--- config.mk ---
export PLATFORM = sky130hd
export DESIGN_NAME = jtframe_unamiga_dwnld
export DESIGN_NICKNAME = d
export VERILOG_FILES = /design/src/rtl/jtframe_dwnld_pkg.sv /design/src/rtl/jtframe_dwnld_fifo.sv /design/src/rtl/jtframe_unamiga_dwnld.sv
export SDC_FILE = /design/constraint.sdc
export NUM_CORES = 1
export LEC_CHECK = 0
export BUFFER_PORTS_ARGS = -buffer_cell sky130_fd_sc_hd__clkbuf_2
export CAP_MARGIN = 40
export CORE_UTILIZATION = 61
export DETAILED_ROUTE_END_ITERATION = 7
export PLACE_DENSITY = 0.81
export SLEW_MARGIN = 20
export SYNTH_ARGS = -nofsm -noshare
export SYNTH_HDL_FRONTEND = slang
export SYNTH_SLANG_ARGS = --single-unit
--- constraint.sdc ---
create_clock -name clk_rom -period 5.1 [get_ports clk_rom]
set_clock_uncertainty 0.1 [all_clocks]
set_input_delay 0.51 -clock clk_rom [delete_from_list [all_inputs] [get_ports clk_rom]]
set_output_delay 0.51 -clock clk_rom [all_outputs]
set_load 0.01 [all_outputs]
--- src/rtl/jtframe_dwnld_pkg.sv ---
// Shared definitions for the ROM download consumer: FSM states, byte-mask codes,
// fill byte and the word-packing helper.
package jtframe_dwnld_pkg;

  typedef enum logic [1:0] {
    ST_IDLE,
    ST_LOAD,
    ST_FLUSH,
    ST_DONE
  } state_t;

  // prog_mask is active-low: bit 0 enables the low byte lane, bit 1 the high lane
  localparam logic [1:0] MASK_FULL = 2'b00;
  localparam logic [1:0] MASK_LO   = 2'b10;
  localparam logic [1:0] MASK_HI   = 2'b01;
  localparam logic [1:0] MASK_NONE = 2'b11;
  localparam logic [7:0] FILL_BYTE = 8'hFF;

  // Returns {mask, data}; a swap moves the even byte to [15:8] and swaps the lanes of the mask
  function automatic logic [17:0] pack_word(input logic [7:0] lo, input logic [7:0] hi,
                                            input logic [1:0] mask, input logic swab);
    if (swab) return {mask[0], mask[1], lo, hi};
    else      return {mask, hi, lo};
  endfunction

endpackage

--- src/rtl/jtframe_dwnld_fifo.sv ---
// First-word-fall-through word FIFO with two ordered push ports and one pop port.
// A push that finds no free slot is dropped and flagged on drop.
module jtframe_dwnld_fifo #(
  parameter int unsigned DW = 39,
  parameter int unsigned AW = 2
) (
  input  logic          clk,
  input  logic          rst,
  input  logic          push_a,
  input  logic [DW-1:0] din_a,
  input  logic          push_b,
  input  logic [DW-1:0] din_b,
  input  logic          pop,
  output logic [DW-1:0] dout,
  output logic          empty,
  output logic          drop
);

  localparam int unsigned DEPTH = 1 << AW;

  logic [DW-1:0] mem [DEPTH];
  logic [AW:0]   wr_ptr, rd_ptr, used, wr_b;
  logic          full, acc_a, acc_b;

  assign used  = wr_ptr - rd_ptr;
  assign empty = (wr_ptr == rd_ptr);
  assign full  = (wr_ptr[AW] != rd_ptr[AW]) && (wr_ptr[AW-1:0] == rd_ptr[AW-1:0]);

  // Free space is judged before this cycle's pop, so a full FIFO never accepts a word
  assign acc_a = push_a && !full;
  assign acc_b = push_b && (acc_a ? (used < (AW+1)'(DEPTH-1)) : !full);
  assign wr_b  = wr_ptr + (AW+1)'(acc_a);
  assign drop  = (push_a && !acc_a) || (push_b && !acc_b);
  assign dout  = mem[rd_ptr[AW-1:0]];

  always_ff @(posedge clk) begin
    if (acc_a) mem[wr_ptr[AW-1:0]] <= din_a;
    if (acc_b) mem[wr_b[AW-1:0]]   <= din_b;
  end

  always_ff @(posedge clk) begin
    if (rst) begin
      wr_ptr <= '0;
      rd_ptr <= '0;
    end else begin
      wr_ptr <= wr_ptr + (AW+1)'(acc_a) + (AW+1)'(acc_b);
      if (pop && !empty) rd_ptr <= rd_ptr + (AW+1)'(1);
    end
  end

endmodule

--- src/rtl/jtframe_unamiga_dwnld.sv ---
// ioctl byte stream to SDRAM programming port: packs bytes into 16-bit words,
// buffers them and writes them out with a we/rdy handshake, reporting busy/done.
module jtframe_unamiga_dwnld
  import jtframe_dwnld_pkg::*;
#(
  parameter int AW      = 22,
  parameter int FIFO_AW = 2,
  parameter int SWAB    = 0
) (
  input  logic          clk_rom,
  input  logic          rst,
  input  logic          downloading,
  input  logic [AW-1:0] ioctl_addr,
  input  logic [7:0]    ioctl_data,
  input  logic          ioctl_wr,
  output logic [AW-2:0] prog_addr,
  output logic [15:0]   prog_data,
  output logic [1:0]    prog_mask,
  output logic          prog_we,
  input  logic          prog_rdy,
  output logic          dwnld_busy,
  output logic          dwnld_done,
  output logic          ovf
);

  localparam int   WW   = AW + 17;  // {addr, mask, data}
  localparam logic SWAP = (SWAB != 0);

  state_t          state, state_nx;
  logic            dl_q, rise, fall, byte_ev, to_done;
  logic            pend_valid, pend_set, pend_clr;
  logic [AW-2:0]   pend_addr, word_addr;
  logic [7:0]      pend_data;
  logic            push_a, push_b, fifo_pop, fifo_empty, fifo_drop, load;
  logic [WW-1:0]   word_a, word_b, fifo_dout, partial_w, lone_w, full_w;

  assign rise      = downloading && !dl_q;
  assign fall      = !downloading && dl_q;
  assign byte_ev   = ioctl_wr && downloading;
  assign word_addr = ioctl_addr[AW-1:1];

  assign partial_w = {pend_addr, pack_word(pend_data, FILL_BYTE, MASK_LO, SWAP)};
  assign lone_w    = {word_addr, pack_word(FILL_BYTE, ioctl_data, MASK_HI, SWAP)};
  assign full_w    = {word_addr, pack_word(pend_data, ioctl_data, MASK_FULL, SWAP)};

  // An odd byte landing on a foreign word needs two pushes: the stale half word, then itself
  always_comb begin
    push_a   = 1'b0;
    push_b   = 1'b0;
    word_a   = partial_w;
    word_b   = lone_w;
    pend_set = 1'b0;
    pend_clr = 1'b0;
    if (byte_ev) begin
      if (ioctl_addr[0]) begin
        pend_clr = 1'b1;
        push_a   = 1'b1;
        if (pend_valid && pend_addr == word_addr) begin
          word_a = full_w;
        end else begin
          word_a = pend_valid ? partial_w : lone_w;
          push_b = pend_valid;
        end
      end else begin
        pend_set = 1'b1;
        push_a   = pend_valid && (pend_addr != word_addr);
      end
    end else if (!downloading && pend_valid) begin
      push_a   = 1'b1;
      pend_clr = 1'b1;
    end
  end

  always_ff @(posedge clk_rom) begin
    if (rst) begin
      pend_valid <= 1'b0;
      pend_addr  <= '0;
      pend_data  <= '0;
    end else if (pend_set) begin
      pend_valid <= 1'b1;
      pend_addr  <= word_addr;
      pend_data  <= ioctl_data;
    end else if (pend_clr) begin
      pend_valid <= 1'b0;
    end
  end

  always_comb begin
    state_nx = state;
    to_done  = 1'b0;
    case (state)
      ST_IDLE:  if (rise) state_nx = ST_LOAD;
      ST_LOAD:  if (fall) state_nx = ST_FLUSH;
      ST_FLUSH: if (fifo_empty && !prog_we) begin
                  if (downloading) state_nx = ST_LOAD;
                  else begin
                    state_nx = ST_DONE;
                    to_done  = 1'b1;
                  end
                end
      ST_DONE:  state_nx = rise ? ST_LOAD : ST_IDLE;
      default:  state_nx = ST_IDLE;
    endcase
  end

  always_ff @(posedge clk_rom) begin
    if (rst) begin
      state      <= ST_IDLE;
      dl_q       <= 1'b0;
      dwnld_busy <= 1'b0;
      ovf        <= 1'b0;
    end else begin
      state      <= state_nx;
      dl_q       <= downloading;
      dwnld_busy <= (dwnld_busy && !to_done) || byte_ev;
      ovf        <= (ovf && !rise) || fifo_drop;
    end
  end

  assign dwnld_done = (state == ST_DONE);

  // The head word leaves the FIFO as it is latched into prog_*, so the output
  // register acts as one extra slot in front of the FIFO
  assign load     = !prog_we && !fifo_empty;
  assign fifo_pop = load;

  always_ff @(posedge clk_rom) begin
    if (rst) begin
      prog_we   <= 1'b0;
      prog_addr <= '0;
      prog_data <= '0;
      prog_mask <= MASK_NONE;
    end else if (prog_we && prog_rdy) begin
      prog_we <= 1'b0;
    end else if (load) begin
      prog_we <= 1'b1;
      {prog_addr, prog_mask, prog_data} <= fifo_dout;
    end
  end

  jtframe_dwnld_fifo #(
    .DW (WW),
    .AW (FIFO_AW)
  ) u_fifo (
    .clk    (clk_rom),
    .rst    (rst),
    .push_a (push_a),
    .din_a  (word_a),
    .push_b (push_b),
    .din_b  (word_b),
    .pop    (fifo_pop),
    .dout   (fifo_dout),
    .empty  (fifo_empty),
    .drop   (fifo_drop)
  );

endmodule

==> flow_summary.yaml, run 1 <==
critical_path:
  path_class: "flop to flop"
  end_kind: "flop"
  cp_max_fo: 13
  startpoint_type: "flop"
  cp_slowest_stage_delay_ps: 590
  path_common_cell: "nor2_1"
  cp_cell_sequence: "xnor2_1 -> nand4_1 -> nor2_1 -> nand2_1 -> nor2_1 -> o21ai_0 -> ha_1 -> ha_1 -> nor2_1 -> and2_1 -> nor2_1 -> buf_4 -> a22o_1"
  cp_slowest_cell: "nor2_1"
  worstPathRequired_ps: 5380
  arrival_ps: 4090
place:
  place_area_um2: 11660
  port_buffers: 77
  dp_slack_ps: 1060
  dp.cells: 1258
  dp_hpwl_um: 16920
  gp_congestion: 0.9261
sta:
  fin_crit_sh: 0.7467
  finalHoldViolCount: 0
  fin_tns_setup_ps: 0
  finalWorstSetupSlack_ps: 1292
  period_minus_slack_ps: 3808
  tightest_slew_ps: 767.3
  timing.fmax_mhz: 262.6
  setup_viol: 0
  relSlewSlack: 0.4866
  rsz0062_at_grt: "no"
  slew_viol_final: 0
finish:
  area_growth_pct: 12.63
  final_common_cell: "nand2_1"
  final_cell_mix: "184 x nand2_1, 119 x dfxtp_1, 116 x edfxtp_1"
  fillers: 1279
  fin_area_um2: 12470
  drive_gt1_frac: 0.1892
  post_layout_nonfiller_instances: 1303
  nets: 1103
  diodes: 0
power:
  power_mw: 5.381
  powerDensity_nw_per_um2: 431.4
  p_leak_nw: 4.495
  vdd_drop_max_mv: 0.2961
logic_synthesis:
  yosys_warnings: 0
  postSynth.asyncResetShare: 0
  syn-num-nets: 1066
  ys_seq_area_frac: 0.5332
  netlist-cell-type-count: 51
  avgSynthCellArea_um2: 10.83
  synthCells: 1023
  synth_seq_cells: 237
  synth_edf_count: 116
  synth_ff_type: "dfxtp_1"
  syn-cell-area_um2: 11080
outcome:
  status: "finished, final reports clean"
grt:
  antenna_found_initial: 0
  grt_max_degree: 42
  track_usage: 0.3062
  grt_pass1_vias: 8146
  grt_overflow_total: 0
  grt_pass1_wl_um: 43080
cts:
  cts_tree: "yes"
  clock-root-buffer: "clkbuf_16"
  path_clk_slew_ps: 60
  cts_repair_resize_count: 0
  cts_buffers: 24
  clk_latency_ps: 520
  cts_hold_repair.buffers: 0
  cts_num_sinks: 237
  cts_max_level: 1
  post-cts-setup-buffer-count: 0
  cts_buffer_depth: 3
flow_run:
  drv_cap: 0
floorplan:
  die-area_um2: 18700
  die_w_um: 136.7
  io_pins: 78
  start_util: 0.6316
  die_h_um: 136.7
  core_um2: 17540
  rows: 48
detailed_routing:
  first_iter_violations: 1122
  first_pass_iters: 6
  drc: 0
  via_count: 8479
  ant_nets: 0
  wl_um: 27900
  avgRoutedWirePerCell_um: 21.42
  viasPerCell: 6.507
min_path:
  hp-class: "primary input to flop"
-- synthesized netlist by cell type (2+ instances only) --
| library cell | n | area, um2 |
|---|---|---|
| nand2_1 | 184 | 690.7 |
| dfxtp_1 | 121 | 2422 |
| edfxtp_1 | 116 | 3483 |
| a22o_1 | 82 | 718.2 |
| a21oi_1 | 78 | 390.4 |
| clkbuf_1 | 68 | 255.2 |
| nand3_1 | 64 | 320.3 |
| nor2_1 | 45 | 168.9 |
| mux4_2 | 39 | 878.3 |
| o21a_1 | 33 | 247.7 |
| o211ai_1 | 26 | 195.2 |
| xnor2_1 | 21 | 183.9 |
| a32oi_1 | 20 | 175.2 |
| buf_1 | 11 | 41.29 |
| inv_1 | 10 | 37.54 |
| buf_2 | 9 | 45.04 |
| a211o_1 | 8 | 70.07 |
| o21ai_0 | 8 | 40.04 |
| buf_6 | 7 | 78.83 |
| ha_1 | 7 | 87.58 |
| xor2_1 | 6 | 52.55 |
| and3_1 | 4 | 25.02 |
| mux2i_1 | 4 | 40.04 |
| nand4_1 | 4 | 25.02 |
| or2_2 | 4 | 25.02 |
| a31oi_1 | 3 | 18.77 |
| and2_1 | 3 | 18.77 |
| buf_4 | 3 | 22.52 |
| nand3_2 | 3 | 30.03 |
| nor2b_1 | 3 | 18.77 |
| or3_1 | 3 | 18.77 |
| a21o_1 | 2 | 15.01 |
| nand3b_1 | 2 | 15.01 |
| nor2_2 | 2 | 12.51 |
| nor3_1 | 2 | 10.01 |
| o2bb2ai_1 | 2 | 17.52 |
| o32ai_1 | 2 | 17.52 |
-- path summary, 6_finish.rpt --
kind / startpoint / endpoint / slack [ps] / depth (start not counted)
hold / removal: prog_rdy / prog_we / 80 / 2
setup reg to reg: pend_addr[4] / u_fifo.mem[0][20] / 1290 / 13
hold reg to reg: u_fifo.mem[0][16] / u_fifo.mem[0][16] / 350 / 2
setup / recovery: pend_addr[4] / u_fifo.mem[0][20] / 1290 / 13
-- registers in the layout, indices dropped and copies added (netlist names) --
signal / cells
dl_q: 1
dwnld_busy: 1
ovf: 1
pend_addr: 21
pend_data: 8
pend_valid: 1
prog_addr: 21
prog_data: 16
prog_mask: 2
prog_we: 1
state: 2
u_fifo.mem: 156
u_fifo.rd_ptr: 3
u_fifo.wr_ptr: 3
-- through the flow --
step | hold WS (ps) | util
after floorplan | 318.1 | -
after global placement | 330.5 | 0.6576
after detailed placement | 340.6 | 0.6649
after CTS | 73.14 | 0.7102
after global routing | 72.27 | 0.7113
final | 84.41 | 0.7113
-- critical path, delay by kind of cell (launching register included) --
kind	cells	cell delay, ps
AO/OA/AOI/OAI	2	270
buffers and inverters	1	350
XOR/XNOR	1	250
flip-flops	1	340
AND/OR/NAND/NOR	7	1770
adder cells (fa/ha/maj)	2	600
-- layout make-up --
cell class | count | area, um2 | area share
clock buffer | 38 | 714.4 | 0.05727
multi-input combinational | 676 | 4703 | 0.3770
clock inverter | 6 | 80.08 | 0.006419
inverter | 11 | 41.29 | 0.003310
tap | 225 | 281.5 | 0.02257
timing repair buffer | 110 | 745.7 | 0.05978
sequential | 237 | 5908 | 0.4736
-- kinds of logic (layout without fill, tap and decap cells) --
group / count (synthesis) / in the layout / share of synthesized area
compound gates: 271 / 271 / 0.1791
xor+xnor: 28 / 28 / 0.02338
fa+ha+maj: 8 / 8 / 0.009715
buf+inv: 110 / 165 / 0.04417
flops: 237 / 237 / 0.5332
mux: 43 / 43 / 0.08292
simple gates: 326 / 326 / 0.1275
-- layer usage --
layer	global-route usage	up-vias	part of all wire
met1	0.3843	4067	0.38
met2	0.5197	461	0.50
met3	0.05185	86	0.084
li1	-	3865	-
met5	0	-	0
met4	0.1364	0	0.033
-- where the power goes --
part	switching, mW	internal, mW
clock network	0.720	1.06
logic	0.717	0.530
registers	0.120	2.23
Power figures use the tool's default switching activity.
==> run 2: changes to the inputs <==
--- a/config.mk
+++ b/config.mk
@@ -5,6 +5,7 @@
 export SDC_FILE = /design/constraint.sdc
 export NUM_CORES = 1
 export LEC_CHECK = 0
+export ABC_AREA = 1
 export BUFFER_PORTS_ARGS = -buffer_cell sky130_fd_sc_hd__clkbuf_2
 export CAP_MARGIN = 40
 export CORE_UTILIZATION = 61
==> constraint.sdc (replaced) <==
create_clock -name clk_rom -period 3.82 [get_ports clk_rom]
set_clock_uncertainty 0.1 [all_clocks]
set_input_delay 0.382 -clock clk_rom [delete_from_list [all_inputs] [get_ports clk_rom]]
set_output_delay 0.382 -clock clk_rom [all_outputs]
set_load 0.01 [all_outputs]
==> run 2 against run 1 <==
Against the previous run: setup slack got worse by 810 ps; utilization decreased by 0.80 points; via count increased by 27%.
==> flow_summary.yaml, run 2 <==
finish:
  nets: 1657
  drive_gt1_frac: 0.1083
  largest_reg_flops: 156
  area_growth_pct: 12.76
  diodes: 0
  post_layout_nonfiller_instances: 1868
  fin_area_um2: 13160
  fillers: 1504
  final_cell_mix: "505 x nand2_1, 322 x nor2_1, 169 x o21ai_0"
  final_common_cell: "nand2_1"
cts:
  cts_tree: "yes"
  cts_buffers: 26
  clk_latency_ps: 530
  path_clk_slew_ps: 60
  clock-root-buffer: "clkbuf_16"
  cts_max_level: 1
  cts_buffer_depth: 3
  cts_repair_resize_count: 0
  cts_num_sinks: 237
critical_path:
  path_class: "flop to flop"
  path_common_cell: "nand2_1"
  arrival_ps: 3450
  cp_slowest_stage_delay_ps: 350
  cp_max_fo: 16
  cp_cell_sequence: "inv_1 -> nand2_1 -> nand2_1 -> nor2_1 -> nand2_1 -> nor2_1 -> nand3_1 -> nand2_2 -> nand2_4 -> nand2_1 -> nor2_1 -> ha_1 -> ha_1 -> nor2_1 -> nand4_1 -> nand2_1 -> buf_4"
  end_kind: "flop"
  worstPathRequired_ps: 3940
  startpoint: "pend_addr[0]"
  r2r-start: "pend_addr[0]"
  cp_slowest_cell: "dfxtp_1"
  startpoint_type: "flop"
logic_synthesis:
  synth_edf_count: 116
  syn-cell-area_um2: 11670
  synth_ff_type: "dfxtp_1"
  synth_top_cell_area_share: 0.2986
  synth_area_leader_cell: "edfxtp_1"
  ys_seq_area_frac: 0.5062
  synth_seq_cells: 237
  yosys-top-cells-area: "edfxtp_1 30%, dfxtp_1 21%, nand2_1 16%, nor2_1 10%, o21ai_0 7.2%"
  postSynth.asyncResetShare: 0
  syn-num-nets: 1611
  synth_most_common_cell: "nand2_1"
  synth_common_cells: "505 x nand2_1, 322 x nor2_1, 169 x o21ai_0"
  netlist-cell-type-count: 27
  yosys_warnings: 0
  avgSynthCellArea_um2: 7.441
  synthCells: 1568
sta:
  fin_tns_setup_ps: 0
  timing.fmax_mhz: 299.7
  fin_crit_sh: 0.8733
  rsz0062_at_grt: "no"
  period_minus_slack_ps: 3336
  tightest_slew_ps: 659.5
  holdWs_ps: 66.00
  setup_viol: 0
  relSlewSlack: 0.5597
  slew_viol_final: 0
  finalHoldViolCount: 0
  finalWorstSetupSlack_ps: 483.9
floorplan:
  io_pins: 78
  core_um2: 18710
  rows: 50
  die-area_um2: 19680
  start_util: 0.6237
  die_w_um: 140.3
  die_h_um: 140.3
grt:
  grt_pass1_wl_um: 51470
  track_usage: 0.3333
  grt_max_degree: 58
  grt_overflow_total: 0
  antenna_found_initial: 0
  grt_pass1_vias: 10140
min_path:
  hp-start: "ioctl_addr[18]"
  hp-class: "primary input to flop"
place:
  place_area_um2: 12320
  port_buffers: 77
  dp_slack_ps: 336.8
  gp_congestion: 0.8931
  dp_hpwl_um: 19710
  dp.cells: 1818
flow_run:
  drv_cap: 0
detailed_routing:
  viasPerCell: 5.786
  drc: 0
  first_pass_iters: 6
  wl_um: 32470
  ant_nets: 0
  avgRoutedWirePerCell_um: 17.38
  via_count: 10810
  first_iter_violations: 1173
outcome:
  status: "finished, final reports clean"
power:
  powerDensity_nw_per_um2: 630.8
  p_leak_nw: 5.803
  vdd_drop_max_mv: 0.3782
-- run 2: cell types whose count changed in the layout (fill, tap and decap cells not counted), moves of 20 or more --
cell,before,now
a22o_1,82,0
nand2_1,184,505
inv_1,10,71
mux4_2,39,0
a32oi_1,20,0
a31oi_1,2,38
nor2_1,42,322
nand3_1,64,8
o21ai_0,7,169
o21a_1,33,0
a21oi_1,78,37
-- run 2: timing repair --
| item | 4_1_cts | 5_1_grt |
|---|---|---|
| hold endpoints to repair | 1 | 0 |
| hold buffers | 1 | 0 |
| setup buffers | 0 | 0 |
-- run 2: critical path, delay by kind of cell, from the launching register on --
kind / cells / cell delay (ps)
buf+inv: 2 / 350
flops: 1 / 350
fa+ha+maj: 2 / 540
simple gates: 13 / 1690
-- run 2: where the power goes --
part / internal (mW) / total, mW / switching, mW / leakage [nW]
combinational: 0.861 / 2.60 / 1.73 / 3.40
sequential: 3.09 / 3.32 / 0.228 / 1.99
clock: 1.37 / 2.39 / 1.01 / 0.410
total: 5.33 / 8.30 / 2.97 / 5.80
-- run 2: metal layers --
layer / global-route usage / up-vias / share of wire
met5: 0 / - / 0
met2: 0.5787 / 562 / 0.49
met4: 0.1469 / 0 / 0.037
met1: 0.4126 / 4934 / 0.39
met3: 0.04957 / 117 / 0.089
li1: - / 5195 / -
-- run 2: path summary, 6_finish.rpt --
| kind | cells after the start | endpoint | slack [ps] |
|---|---|---|---|
| max | 17 | u_fifo.mem[1][14] | 480 |
| min | 3 | pend_addr[17] | 70 |
| max reg2reg | 17 | u_fifo.mem[1][14] | 480 |
| min reg2reg | 1 | prog_mask[1] | 360 |
-- run 2: cell families after synthesis --
family                     after synthesis  share of synthesized area
AOI/OAI and AO/OA                      284                     0.1349
DFF                                    237                     0.5062
and+or+nand+nor                        854                     0.2820
buffers and inverters                  179                    0.06316
adders and majority gates                8                   0.009222
xor gates and xnor gates                 6                   0.004504
-- run 2: per-stage QoR --
stage               power, mW  utilization
floorplan               5.013            -
global placement        5.772       0.6543
detailed placement      5.913       0.6585
CTS                     8.296       0.7029
global route            8.744       0.7033
finish                  8.299       0.7033
-- run 2: final cells by class --
cell class                 count  area [um2]  share of cell area
inverter                      77       289.0             0.02197
clock buffer                  37       753.2             0.05725
tap                          234       292.8             0.02225
sequential                   237        5907              0.4490
clock inverter                11       67.56            0.005136
multi-input combinational   1152        5025              0.3819
timing repair buffer         120       822.0             0.06248
